[config.mk]
export PLATFORM = sky130hd
export DESIGN_NAME = outpkt_arbiter_bcrypt
export DESIGN_NICKNAME = d
export VERILOG_FILES = /design/src/rtl/outpkt_arbiter_bcrypt.sv
export SDC_FILE = /design/constraint.sdc
export NUM_CORES = 1
export LEC_CHECK = 0
export ABC_AREA = 1
export BUFFER_PORTS_ARGS = -buffer_cell sky130_fd_sc_hd__buf_2
export CAP_MARGIN = 15
export CORE_AREA = 3 3 134 136
export DETAILED_ROUTE_END_ITERATION = 8
export DIE_AREA = 0 0 137 139
export HOLD_SLACK_MARGIN = 0.06
export PLACE_DENSITY_LB_ADDON = 0.2
export SETUP_SLACK_MARGIN = 0.05
export SYNTH_ARGS = -nofsm -noshare
export SYNTH_HDL_FRONTEND = slang
export SYNTH_SLANG_ARGS = --single-unit
[constraint.sdc]
create_clock -name CLK -period 2.7 [get_ports CLK]
set_clock_uncertainty 0.1 [all_clocks]
set_input_delay 0.675 -clock CLK [delete_from_list [all_inputs] [get_ports CLK]]
set_output_delay 0.675 -clock CLK [all_outputs]
set_load 0.01 [all_outputs]
[src/rtl/outpkt_arbiter_bcrypt.sv]
// outpkt_arbiter_bcrypt: shares the bcrypt output-packet formatter
// between N_SRC result sources (round-robin) and one PACKET_DONE requester.
`ifndef OUTPKT_TYPE_MSB
`define OUTPKT_TYPE_MSB 1
`endif
`ifndef OUTPKT_TYPE_RESULT
`define OUTPKT_TYPE_RESULT 2'd1
`endif
`ifndef OUTPKT_TYPE_CMP_RESULT
`define OUTPKT_TYPE_CMP_RESULT 2'd2
`endif
`ifndef OUTPKT_TYPE_PACKET_DONE
`define OUTPKT_TYPE_PACKET_DONE 2'd3
`endif

module outpkt_arbiter_bcrypt #(
  parameter int N_SRC = 4,
  parameter int PKT_TYPE_MSB = `OUTPKT_TYPE_MSB,
  parameter int HASH_NUM_MSB = 15
) (
  input  logic                              CLK,
  input  logic                              RST,
  input  logic [N_SRC-1:0]                  res_ready,
  input  logic [N_SRC-1:0]                  res_cmp,
  input  logic [N_SRC*16-1:0]               res_pkt_id,
  input  logic [N_SRC*(HASH_NUM_MSB+1)-1:0] res_hash_num,
  input  logic [N_SRC*16-1:0]               src_din,
  output logic [3:0]                        src_rd_addr,
  output logic [N_SRC-1:0]                  res_ack,
  input  logic                              done_req,
  input  logic [15:0]                       done_pkt_id,
  input  logic [31:0]                       done_num_processed,
  output logic                              done_ack,
  output logic                              source_not_empty,
  input  logic                              full,
  input  logic [3:0]                        rd_addr,
  output logic [15:0]                       din,
  output logic                              wr_en,
  output logic [PKT_TYPE_MSB:0]             pkt_type,
  output logic [15:0]                       pkt_id,
  output logic [HASH_NUM_MSB:0]             hash_num,
  output logic [31:0]                       num_processed
);

  localparam int IW = (N_SRC > 1) ? $clog2(N_SRC) : 1;
  localparam int HW = HASH_NUM_MSB + 1;
  localparam int TW = PKT_TYPE_MSB + 1;

  localparam logic [TW-1:0] T_RES  = TW'(`OUTPKT_TYPE_RESULT);
  localparam logic [TW-1:0] T_CMP  = TW'(`OUTPKT_TYPE_CMP_RESULT);
  localparam logic [TW-1:0] T_DONE = TW'(`OUTPKT_TYPE_PACKET_DONE);

  typedef enum logic [1:0] {
    S_IDLE,
    S_BUSY,
    S_ACK
  } state_t;

  state_t            state_q, state_d;
  logic [IW-1:0]     rr_ptr_q, rr_ptr_d;
  logic [IW-1:0]     grant_idx_q, grant_idx_d;
  logic              grant_done_q, grant_done_d;
  logic              sne_q, sne_d;
  logic              wr_en_q, wr_en_d;
  logic [N_SRC-1:0]  res_ack_q, res_ack_d;
  logic              done_ack_q, done_ack_d;
  logic [TW-1:0]     pkt_type_q, pkt_type_d;
  logic [15:0]       pkt_id_q, pkt_id_d;
  logic [HW-1:0]     hash_q, hash_d;
  logic [31:0]       nproc_q, nproc_d;

  logic              rr_hit;
  logic [IW-1:0]     rr_win;
  logic              win_cmp;
  logic [15:0]       win_id;
  logic [HW-1:0]     win_hash;
  logic [15:0]       din_mux;
  logic [IW-1:0]     rr_next;

  // Round-robin search: first ready source at or above rr_ptr, wrapping.
  always_comb begin
    int j;
    logic [IW-1:0] jj;
    j      = 0;
    jj     = '0;
    rr_hit = 1'b0;
    rr_win = '0;
    for (int k = 0; k < N_SRC; k++) begin
      j = int'(rr_ptr_q) + k;
      if (j >= N_SRC) j = j - N_SRC;
      jj = IW'(j);
      if (!rr_hit && res_ready[jj]) begin
        rr_hit = 1'b1;
        rr_win = jj;
      end
    end
  end

  always_comb begin
    win_cmp  = 1'b0;
    win_id   = '0;
    win_hash = '0;
    din_mux  = '0;
    for (int i = 0; i < N_SRC; i++) begin
      if (rr_win == IW'(i)) begin
        win_cmp  = res_cmp[i];
        win_id   = res_pkt_id[16*i +: 16];
        win_hash = res_hash_num[HW*i +: HW];
      end
      if (grant_idx_q == IW'(i)) begin
        din_mux = src_din[16*i +: 16];
      end
    end
  end

  assign rr_next = (grant_idx_q == IW'(N_SRC - 1))
                 ? '0 : grant_idx_q + IW'(1);

  always_comb begin
    state_d      = state_q;
    rr_ptr_d     = rr_ptr_q;
    grant_idx_d  = grant_idx_q;
    grant_done_d = grant_done_q;
    sne_d        = sne_q;
    wr_en_d      = 1'b0;
    res_ack_d    = '0;
    done_ack_d   = 1'b0;
    pkt_type_d   = pkt_type_q;
    pkt_id_d     = pkt_id_q;
    hash_d       = hash_q;
    nproc_d      = nproc_q;
    unique case (state_q)
      S_IDLE: begin
        // Results always win over DONE so DONE never overtakes them.
        if (rr_hit) begin
          state_d      = S_BUSY;
          grant_idx_d  = rr_win;
          grant_done_d = 1'b0;
          pkt_type_d   = win_cmp ? T_CMP : T_RES;
          pkt_id_d     = win_id;
          hash_d       = win_cmp ? win_hash : '0;
          nproc_d      = '0;
          sne_d        = 1'b1;
        end else if (done_req) begin
          state_d      = S_BUSY;
          grant_idx_d  = '0;
          grant_done_d = 1'b1;
          pkt_type_d   = T_DONE;
          pkt_id_d     = done_pkt_id;
          hash_d       = '0;
          nproc_d      = done_num_processed;
          sne_d        = 1'b1;
        end
      end
      S_BUSY: begin
        if (!full) begin
          state_d = S_ACK;
          wr_en_d = 1'b1;
          sne_d   = 1'b0;
          if (grant_done_q) begin
            done_ack_d = 1'b1;
          end else begin
            res_ack_d = N_SRC'(1) << grant_idx_q;
            rr_ptr_d  = rr_next;
          end
        end
      end
      S_ACK: begin
        state_d = S_IDLE;
      end
      default: begin
        state_d = S_IDLE;
      end
    endcase
  end

  always_ff @(posedge CLK or posedge RST) begin
    if (RST) begin
      state_q      <= S_IDLE;
      rr_ptr_q     <= '0;
      grant_idx_q  <= '0;
      grant_done_q <= 1'b0;
      sne_q        <= 1'b0;
      wr_en_q      <= 1'b0;
      res_ack_q    <= '0;
      done_ack_q   <= 1'b0;
      pkt_type_q   <= '0;
      pkt_id_q     <= '0;
      hash_q       <= '0;
      nproc_q      <= '0;
    end else begin
      state_q      <= state_d;
      rr_ptr_q     <= rr_ptr_d;
      grant_idx_q  <= grant_idx_d;
      grant_done_q <= grant_done_d;
      sne_q        <= sne_d;
      wr_en_q      <= wr_en_d;
      res_ack_q    <= res_ack_d;
      done_ack_q   <= done_ack_d;
      pkt_type_q   <= pkt_type_d;
      pkt_id_q     <= pkt_id_d;
      hash_q       <= hash_d;
      nproc_q      <= nproc_d;
    end
  end

  assign src_rd_addr      = rd_addr;
  assign din              = grant_done_q ? 16'h0 : din_mux;
  assign source_not_empty = sne_q;
  assign wr_en            = wr_en_q;
  assign res_ack          = res_ack_q;
  assign done_ack         = done_ack_q;
  assign pkt_type         = pkt_type_q;
  assign pkt_id           = pkt_id_q;
  assign hash_num         = hash_q;
  assign num_processed    = nproc_q;

endmodule
==> flow_summary.ini, run 1 <==
[run_status]
outcome = complete, no violations

[floorplanning]
dieHeight_um = 139
rows = 48
initial_core_util_pct = 31.9
dieArea_sq_um = 19000
core-area_sq_um = 17100
dieWidth_um = 137
pin_count = 349

[setup_path]
cp_slowest_cell = dfrtp_1
cp-end-kind = output port
crit_fanout = 8
crit_buf_inv = 3
crit_path_frequent_cell = a21oi_1
critPathRequiredTime_ns = 1.92
path_cells = inv_2 -> ha_4 -> buf_12 -> a21oi_1 -> o21ai_1 -> o21ai_0 -> a21oi_1 -> buf_2
start_kind = flip-flop
max_stage_delay_ns = 0.43
crit_type = reg2out
arrival_ns = 1.83
cp_top_family = buffers and inverters

[logic_synthesis]
yosys-top-cells-area = dfrtp_1, nand2_1, o21ai_0
syn-num-nets = 1065
synth_cell_types = 31
async_reset_ff_share_pct = 100
ys.flop_type = dfrtp_1
synth-edff-count = 0
netlist_area_sq_um = 5440
yosysSeqAreaShare_pct = 36.8
synth_cells = 805
yosys.area.top_type_share_pct = 36.8
avgSynthCellArea_sq_um = 6.76
synth-seq-cells = 80
yosys_warnings = 0
yosysTopAreaCell = dfrtp_1

[sta]
finalHoldViolCount = 0
rsz0062_at_grt = yes
finalCritPeriodShare_pct = 96.7
relSlewSlack_pct = 55.3
setup_viol = 0
max_freq_mhz = 383
period_minus_slack_ns = 2.61
worst_pin_slew_ns = 0.670
timing.hold.ws_ns = 0.374
slew_viol_final = 0
setup_slack_ns = 0.0904

[power]
p_int_mw = 5.05
power.switching_mw = 5.02
clockPowerShare_pct = 13.8
ir_worst_vdd_mv = 0.640
power_leakage_nw = 4.45
power_frac_comb_pct = 67.8
power_density_nw_per_um2 = 1270
p_seq_share_pct = 18.4
total_power_mw = 10.1
swShare_pct = 49.9

[global_routing]
grt_pass1_vias = 6006
antenna_found_initial = 3
grt-ovfl-total = 0
grt_max_degree = 88
track_usage_pct = 20.9
grt_pass1_wl_mm = 31.4

[clock_network]
clock_latency_ns = 0.34
cts_root_buffer = clkbuf_16
cts_tree = done
cts.sinks = 80
clk_path_buf_depth = 2
cts-hold-fix-buffers = 0
path_clk_slew_ns = 0.07
cts_buffers = 9
cts_htree_levels = 3

[placement]
dp_slack_ns = 0.0310
gp_congestion = 0.874
io_buffers = 340
dp_hpwl_mm = 15.7

[drt]
firstDrtPassIters = 5
wirelength_mm = 21.1
wl_per_cell_um = 15.4
drc = 0
vias = 6391
drtIter0Drc = 268
ant_nets = 0
vias_per_cell = 4.65

[flow_run]
max_cap_viol_count = 0

[cells_and_area]
syn_to_final_growth_pct = 46.1
drive_above_1_share_pct = 39.3
nets = 1401

[hold_path]
min_path_type = in2async
-- final timing paths --
check,from,end,slack (ns),cells after the start
min in group CLK,num_processed[20],num_processed[20],0.38,2
hold reg to reg,num_processed[20],num_processed[20],0.38,2
setup reg to reg,rr_ptr_q[1],hash_num[12],0.31,14
hold / removal,RST,num_processed[6],0.37,3
max in group asynchronous,RST,grant_idx_q[0],1.78,3
setup / recovery,grant_idx_q[1],din[13],0.09,8
-- routing by layer --
| metal | GRT usage [%] | part of all wire, % | wire (um) |
|---|---|---|---|
| met2 | 35.3 | 48 | 10100 |
| met3 | 6.64 | 8.9 | 1870 |
| met1 | 25.3 | 41 | 8680 |
| met4 | 6.30 | 1.8 | 387 |
| met5 | 0 | 0.052 | 11 |
-- layout by cell type (no fill, tap or decap), types with 3 or more instances in the layout --
cell type and instances:
buf_12 5, buf_2 340, nand3_1 65, o211ai_2 5, a21oi_1 32, clkbuf_16 11, nor2_1 54, nand2_1 245
nand3b_1 11, inv_1 73, buf_4 26, nor2_4 3, nand4_1 8, o21ai_1 21, o21ai_0 78, or2_2 7
buf_6 4, or2_0 13, inv_2 9, nand2_2 5, o211ai_1 6, inv_6 3, o21bai_1 6, o21bai_2 10
dfrtp_1 79, a21oi_2 4, nor2_2 4
-- flip-flops by register name, indices dropped and copies added (netlist names) --
register,flops
pkt_id,16
res_ack,4
state_q,2
rr_ptr_q,2
num_processed,32
grant_done_q,1
grant_idx_q,2
done_ack,1
hash_num,16
source_not_empty,1
wr_en,1
pkt_type,2
-- power by group through the flow --
stage | Sequential, mW | Clock [mW] | Combinational (mW)
2_1_floorplan | 2.00 | 0 | 4.29
6_report | 1.86 | 1.39 | 6.83
3_3_place_gp | 1.87 | 0 | 6.43
3_5_place_dp | 1.86 | 0 | 6.47
4_1_cts | 1.86 | 1.44 | 6.59
5_1_grt | 1.90 | 1.50 | 7.65
-- worst register-to-register path, delay by kind of cell (launching register included) --
family	cells	cell delay (ns)
AO/OA/AOI/OAI	2	0.21
buffers and inverters	3	0.48
flip-flops	1	0.44
AND/OR/NAND/NOR	9	1.06
-- timing repair --
item,in CTS,in global routing
gates resized for setup,14,41
buffers inserted,2,5
setup endpoints to repair,16,26
pin swaps,0,7
cloned,1,2
-- logic make-up after synthesis --
group                    Yosys count  synth area share, %
AO/OA/AOI/OAI                    163                 17.4
AND/OR/NAND/NOR                  419                 33.5
buffers and inverters            139                 11.4
adder cells (fa/ha/maj)            4                0.919
flip-flops                        80                 36.8
-- per-stage QoR --
stage | utilization [%] | std cells | area (sq um) | TNS (ns)
after global placement | 43.3 | 1345 | 7380 | 0
after global routing | 46.6 | 1373 | 7950 | -0.0227
after floorplan | - | 805 | 5450 | 0
final | 46.6 | 1373 | 7950 | 0
after CTS | 45.6 | 1364 | 7770 | 0
after detailed placement | 43.3 | 1345 | 7380 | 0
-- cells in the mapped netlist (2+ instances only) --
library cell    n
nand2_1       246
o21ai_0        98
dfrtp_1        80
inv_1          77
nand3_1        65
nor2_1         57
a21oi_1        36
clkbuf_1       23
buf_2          17
or2_0          13
nand3b_1       11
o21bai_2       10
nand4_1         8
buf_6           7
inv_2           7
or2_2           7
buf_4           6
o211ai_1        6
o21bai_1        6
o211ai_2        5
ha_1            4
nand2_2         4
clkinv_1        2
nor2_2          2
nor2_4          2
-- final cells by class --
| type | instances | area [sq um] |
|---|---|---|
| timing repair buffer | 378 | 2110 |
| clock buffer | 9 | 225 |
| fill | 1779 | 9100 |
| antenna | 2 | 5.00 |
| tap | 225 | 282 |
| sequential | 80 | 2000 |
| inverter | 86 | 342 |
| multi-input combinational | 586 | 2880 |
| clock inverter | 7 | 111 |
No activity file was read; power rests on OpenSTA's default activity.
==> inputs of run 2 (changes only) <==
--- a/config.mk
+++ b/config.mk
@@ -14,3 +14,3 @@
 export HOLD_SLACK_MARGIN = 0.06
-export PLACE_DENSITY_LB_ADDON = 0.2
+export PLACE_DENSITY = 0.66
 export SETUP_SLACK_MARGIN = 0.05
==> constraint.sdc (replaced) <==
create_clock -name CLK -period 2.7 [get_ports CLK]
set_clock_uncertainty 0.1 [all_clocks]
set_input_delay 0.135 -clock CLK [delete_from_list [all_inputs] [get_ports CLK]]
set_output_delay 0.135 -clock CLK [all_outputs]
set_load 0.01 [all_outputs]
==> flow_summary.ini, run 2 (same netlist as run 1, synthesis figures left out) <==
[global_routing]
antenna_found_initial = 2
track_usage_pct = 22.3
grt-ovfl-total = 0
grt_max_degree = 88
grt_pass1_vias = 6645
grt_pass1_wl_mm = 33.7

[drt]
drtIter0Drc = 305
wl_per_cell_um = 15.3
vias_per_cell = 4.70
ant_nets = 0
vias = 6830
wirelength_mm = 22.2
firstDrtPassIters = 6
drc = 0

[clock_network]
cts_htree_levels = 3
cts.sinks = 80
cts_buffers = 9
clock_latency_ns = 0.34
cts_root_buffer = clkbuf_16
cts_tree = done
clk_path_buf_depth = 2
path_clk_slew_ns = 0.07

[placement]
gp_congestion = 0.872
dp_hpwl_mm = 15.7
io_buffers = 340
dp_slack_ns = 0.221

[floorplanning]
dieWidth_um = 137
dieHeight_um = 139
core-area_sq_um = 17100
pin_count = 349
initial_core_util_pct = 31.9
dieArea_sq_um = 19000
rows = 48

[cells_and_area]
diodes = 0
num-fill-cells = 1674
drive_above_1_share_pct = 34.5
largest_reg_flops = 32
most-common-layout-cells = buf_2, nand2_1, o21ai_0, dlygate4sd3_1, dfrtp_1
final_common_cell = buf_2
syn_to_final_growth_pct = 59.6
nets = 1483

[setup_path]
arrival_ns = 2.66
crit_fanout = 21
start_kind = flip-flop
rr_worst_depth = 14
reg2reg_slack_ns = 0.21
critPathRequiredTime_ns = 2.87
reg2reg_to = pkt_id[10]
cp-end-kind = flip-flop
regToRegStartpoint = rr_ptr_q[0]
crit_type = reg2reg

[hold_path]
holdPathStages = 5
hp-start = res_pkt_id[27]
min_path_type = in2reg
worstHoldEndpoint = pkt_id[11]

[sta]
period_minus_slack_ns = 2.49
slew_viol_final = 0
relSlewSlack_pct = 58.2
worst_pin_slew_ns = 0.626
setup_viol = 0
max_freq_mhz = 402
finalHoldViolCount = 0
rsz0062_at_grt = no
finalSetupTns_ns = 0
setup_slack_ns = 0.215
finalCritPeriodShare_pct = 92.0

[run_status]
outcome = complete, no violations

[flow_run]
max_cap_viol_count = 0

[power]
power_density_nw_per_um2 = 1140
ir_worst_vdd_mv = 0.572
power_leakage_nw = 4.76
-- run 2: cell count changes in the layout (fill, tap and decap cells not counted), moves of 4 or more --
cell,change
dlygate4sd3_1,+97
o21ai_0,+20
o21ai_1,-20
buf_4,-8
a21oi_1,+4
a21oi_2,-4
buf_6,-4
-- run 2: how the worst max path moves through the flow --
| stage | start | end | slack [ns] | cells past startpoint |
|---|---|---|---|---|
| 6_report | rr_ptr_q[0] | pkt_id[10] | 0.21 | 14 |
| 5_1_grt | rr_ptr_q[0] | pkt_id[10] | 0.06 | 14 |
| 4_1_cts | rr_ptr_q[0] | pkt_type[0] | 0.21 | 14 |
| 3_5_place_dp | rr_ptr_q[0] | pkt_type[0] | 0.22 | 14 |
| 3_3_place_gp | rr_ptr_q[0] | pkt_type[0] | 0.25 | 14 |
| 2_1_floorplan | RST | done_ack | 0.41 | 1 |
-- run 2: area by class of cell --
class	instances	area, sq um	area share (%)
clock inverters	7	108	1.24
repair buffers	460	2910	33.5
multi-input cells	586	2840	32.6
flip-flops and latches	80	2000	23.1
clock buffers	9	225	2.59
inverters	86	327	3.76
well taps	225	282	3.24
-- run 2: repair_timing --
item,in CTS,in global routing
hold buffers,97,0
gates resized for setup,0,3
setup buffers,0,1
hold endpoints to repair,87,0
setup endpoints to repair,0,19
-- run 2: critical path: stages, from the launching register on --
cell,delay (ns)
dfrtp_2,0.47
buf_4,0.18
nand2_2,0.07
nand2_1,0.08
nand2_1,0.06
nand2_1,0.08
nand3_1,0.18
nor2_1,0.10
nor2_4,0.21
nand2_1,0.09
inv_2,0.32
nand2_1,0.17
nand4_1,0.14
nand3_1,0.08
nand2_1,0.08
-- run 2: metal layers --
layer	share of wire (%)	up-vias	GRT usage [%]
met5	0.10	-	0
met1	39	3018	25.8
met2	49	352	39.6
met4	2.7	4	8.14
li1	-	3402	-
met3	8.5	54	5.26
-- run 2: power breakdown --
group	internal, mW	switching (mW)	total (mW)
Combinational	2.44	4.20	6.63
Sequential	1.62	0.251	1.87
Clock	0.830	0.562	1.39
Total	4.89	5.01	9.90
-- run 2: per-stage QoR --
stage	hold WS [ns]	utilization (%)	power, mW	area, sq um	instances
finish	0.0647	50.9	9.90	8690	1453
global route	0.0887	50.9	10.8	8690	1453
CTS	0.0617	50.8	9.88	8660	1452
detailed placement	0.146	43.1	8.32	7360	1339
global placement	0.142	43.1	8.26	7360	1339
floorplan	0.101	-	6.29	5440	805
==> inputs of run 3 (changes only) <==
- ABC_AREA: 1 -> unset
- PLACE_DENSITY: 0.66 -> unset
==> flow_summary.ini, run 3 <==
[run_status]
outcome = complete, no violations

[setup_path]
start_kind = flip-flop
critPathRequiredTime_ns = 2.81
crit_type = reg2reg
reg2reg_slack_ns = 0.13
cp-end-kind = flip-flop
crit_fanout = 31
arrival_ns = 2.68

[drt]
firstDrtPassIters = 5
vias = 6031
drtIter0Drc = 375
ant_nets = 0
wirelength_mm = 20.4
drc = 0
wl_per_cell_um = 16.6
vias_per_cell = 4.90

[logic_synthesis]
yosysSeqAreaShare_pct = 39.7
syn-num-nets = 835
yosys-top-cells-area = dfrtp_1, nand2_1, o21ai_0
yosysTopAreaCell = dfrtp_1
ys_top_cells_by_count = nand2_1, dfrtp_1, o21ai_0
netlist_area_sq_um = 5040
synth_cell_types = 47
ys.flop_type = dfrtp_1
yosys.area.top_type_share_pct = 39.7
yosys_warnings = 0
avgSynthCellArea_sq_um = 8.77
synth-edff-count = 0
synth-seq-cells = 80
yosysMostFrequentCell = nand2_1
async_reset_ff_share_pct = 100
synth_cells = 575

[placement]
io_buffers = 340
gp_congestion = 0.831
dp_slack_ns = 0.206
dp_hpwl_mm = 14.5

[floorplanning]
initial_core_util_pct = 29.6
rows = 48
dieHeight_um = 139
dieWidth_um = 137
dieArea_sq_um = 19000
core-area_sq_um = 17100
pin_count = 349

[global_routing]
grt_pass1_vias = 6154
grt-ovfl-total = 0
grt_max_degree = 89
antenna_found_initial = 2
grt_pass1_wl_mm = 31.3
track_usage_pct = 20.6

[sta]
setup_viol = 0
slew_viol_final = 0
timing.hold.ws_ns = 0.0680
worst_pin_slew_ns = 0.672
finalSetupTns_ns = 0
finalCritPeriodShare_pct = 95.2
relSlewSlack_pct = 55.2
finalHoldViolCount = 0
period_minus_slack_ns = 2.57
rsz0062_at_grt = yes
max_freq_mhz = 389
setup_slack_ns = 0.128

[clock_network]
cts_tree = done
clk_path_buf_depth = 2
path_clk_slew_ns = 0.06
cts_buffers = 9
cts.sinks = 80
cts_root_buffer = clkbuf_16
cts_htree_levels = 3
clock_latency_ns = 0.34
cts_setup_buffers = 0

[cells_and_area]
drive_above_1_share_pct = 41.4
largest_reg_flops = 32
most-common-layout-cells = buf_2, dlygate4sd3_1, nand2_1, dfrtp_1, o21ai_0
final_common_cell = buf_2
num-fill-cells = 1620
syn_to_final_growth_pct = 66.4
final_core_util_pct = 49.2
nets = 1259

[power]
ir_worst_vdd_mv = 0.392
power_density_nw_per_um2 = 870
power_leakage_nw = 4.12

[flow_run]
max_cap_viol_count = 0

[hold_path]
min_path_type = in2reg
==> run 3: cell types whose count changed after synthesis, moves of 14 or more <==
cell,delta
nand2_1,-137
nor2b_1,+18
and3_1,+16
a221oi_1,+16
o21ai_1,+14
nor2_1,-35
mux2i_1,+16
o221ai_1,+23
nand3_1,-61
a31oi_1,+16
inv_1,-69
o21ai_0,-54
a22oi_1,+15
nor3_1,+16
==> run 3: final timing paths <==
check / startpoint / to / cells past startpoint
max: rr_ptr_q[1] / hash_num[1] / 7
min in group asynchronous: RST / num_processed[5] / 3
max in group asynchronous: RST / rr_ptr_q[0] / 4
max reg2reg: rr_ptr_q[1] / hash_num[1] / 7
min reg2reg: num_processed[24] / num_processed[24] / 2
min: res_hash_num[0] / hash_num[0] / 3
==> run 3: layout make-up <==
cell class              instances  area [sq um]  area share (%)
diodes                          1          2.50          0.0298
multi-input cells             430          2740            32.6
clock inverters                 6           100            1.19
clock buffers                  10           239            2.85
flip-flops and latches         80          2000            23.9
repair buffers                470          2990            35.7
well taps                     225           282            3.36
inverters                       8          31.3           0.373
==> run 3: report_power, final <==
part	switching [mW]	internal (mW)	leakage [nW]	total [mW]
sequential	0.223	1.54	1.05	1.76
combinational	2.29	1.87	2.91	4.15
clock	0.538	0.852	0.167	1.39
==> run 3: repair_timing <==
item                                   CTS  global route
hold buffers                           115             0
endpoints found under the hold margin  102             0
pin swaps                                0             1
resized for setup                        1             4
setup endpoints to repair               16            31
==> run 3: kinds of logic (layout without fill, tap and decap cells) <==
logic type               after synthesis  count (layout)  share of synthesized area (%)
adder cells (fa/ha/maj)                4               4                          0.992
AND/OR/NAND/NOR                      207             207                           20.1
other                                  0               1                              0
multiplexers                          17              17                           3.40
buffers and inverters                 65             494                           6.67
AO/OA/AOI/OAI                        202             202                           29.1
flip-flops                            80              80                           39.7
==> run 3: layer usage <==
metal	global-route usage [%]	routed length [um]	part of all wire [%]
met5	0	13	0.064
met4	7.98	591	2.9
met3	5.62	1390	6.8
met2	34.3	9950	49
met1	25.2	8440	41
==> run 3: critical path, stage by stage, from the launching register on <==
cell and delay, ns:
dfrtp_1 0.53, o21ai_1 0.16, a211oi_2 0.36, nor2_4 0.08, buf_4 0.27, mux2i_1 0.24, dlygate4sd3_1 0.61, o221ai_2 0.09
==> run 3: per-stage QoR <==
| step | power [mW] | std cells | cell area [sq um] |
|---|---|---|---|
| 4_1_cts | 7.30 | 1228 | 8370 |
| 3_5_place_dp | 5.49 | 1097 | 6870 |
| 5_1_grt | 7.85 | 1230 | 8390 |
| 6_report | 7.30 | 1230 | 8390 |
| 3_3_place_gp | 5.47 | 1097 | 6870 |
| 2_1_floorplan | 4.30 | 575 | 5040 |
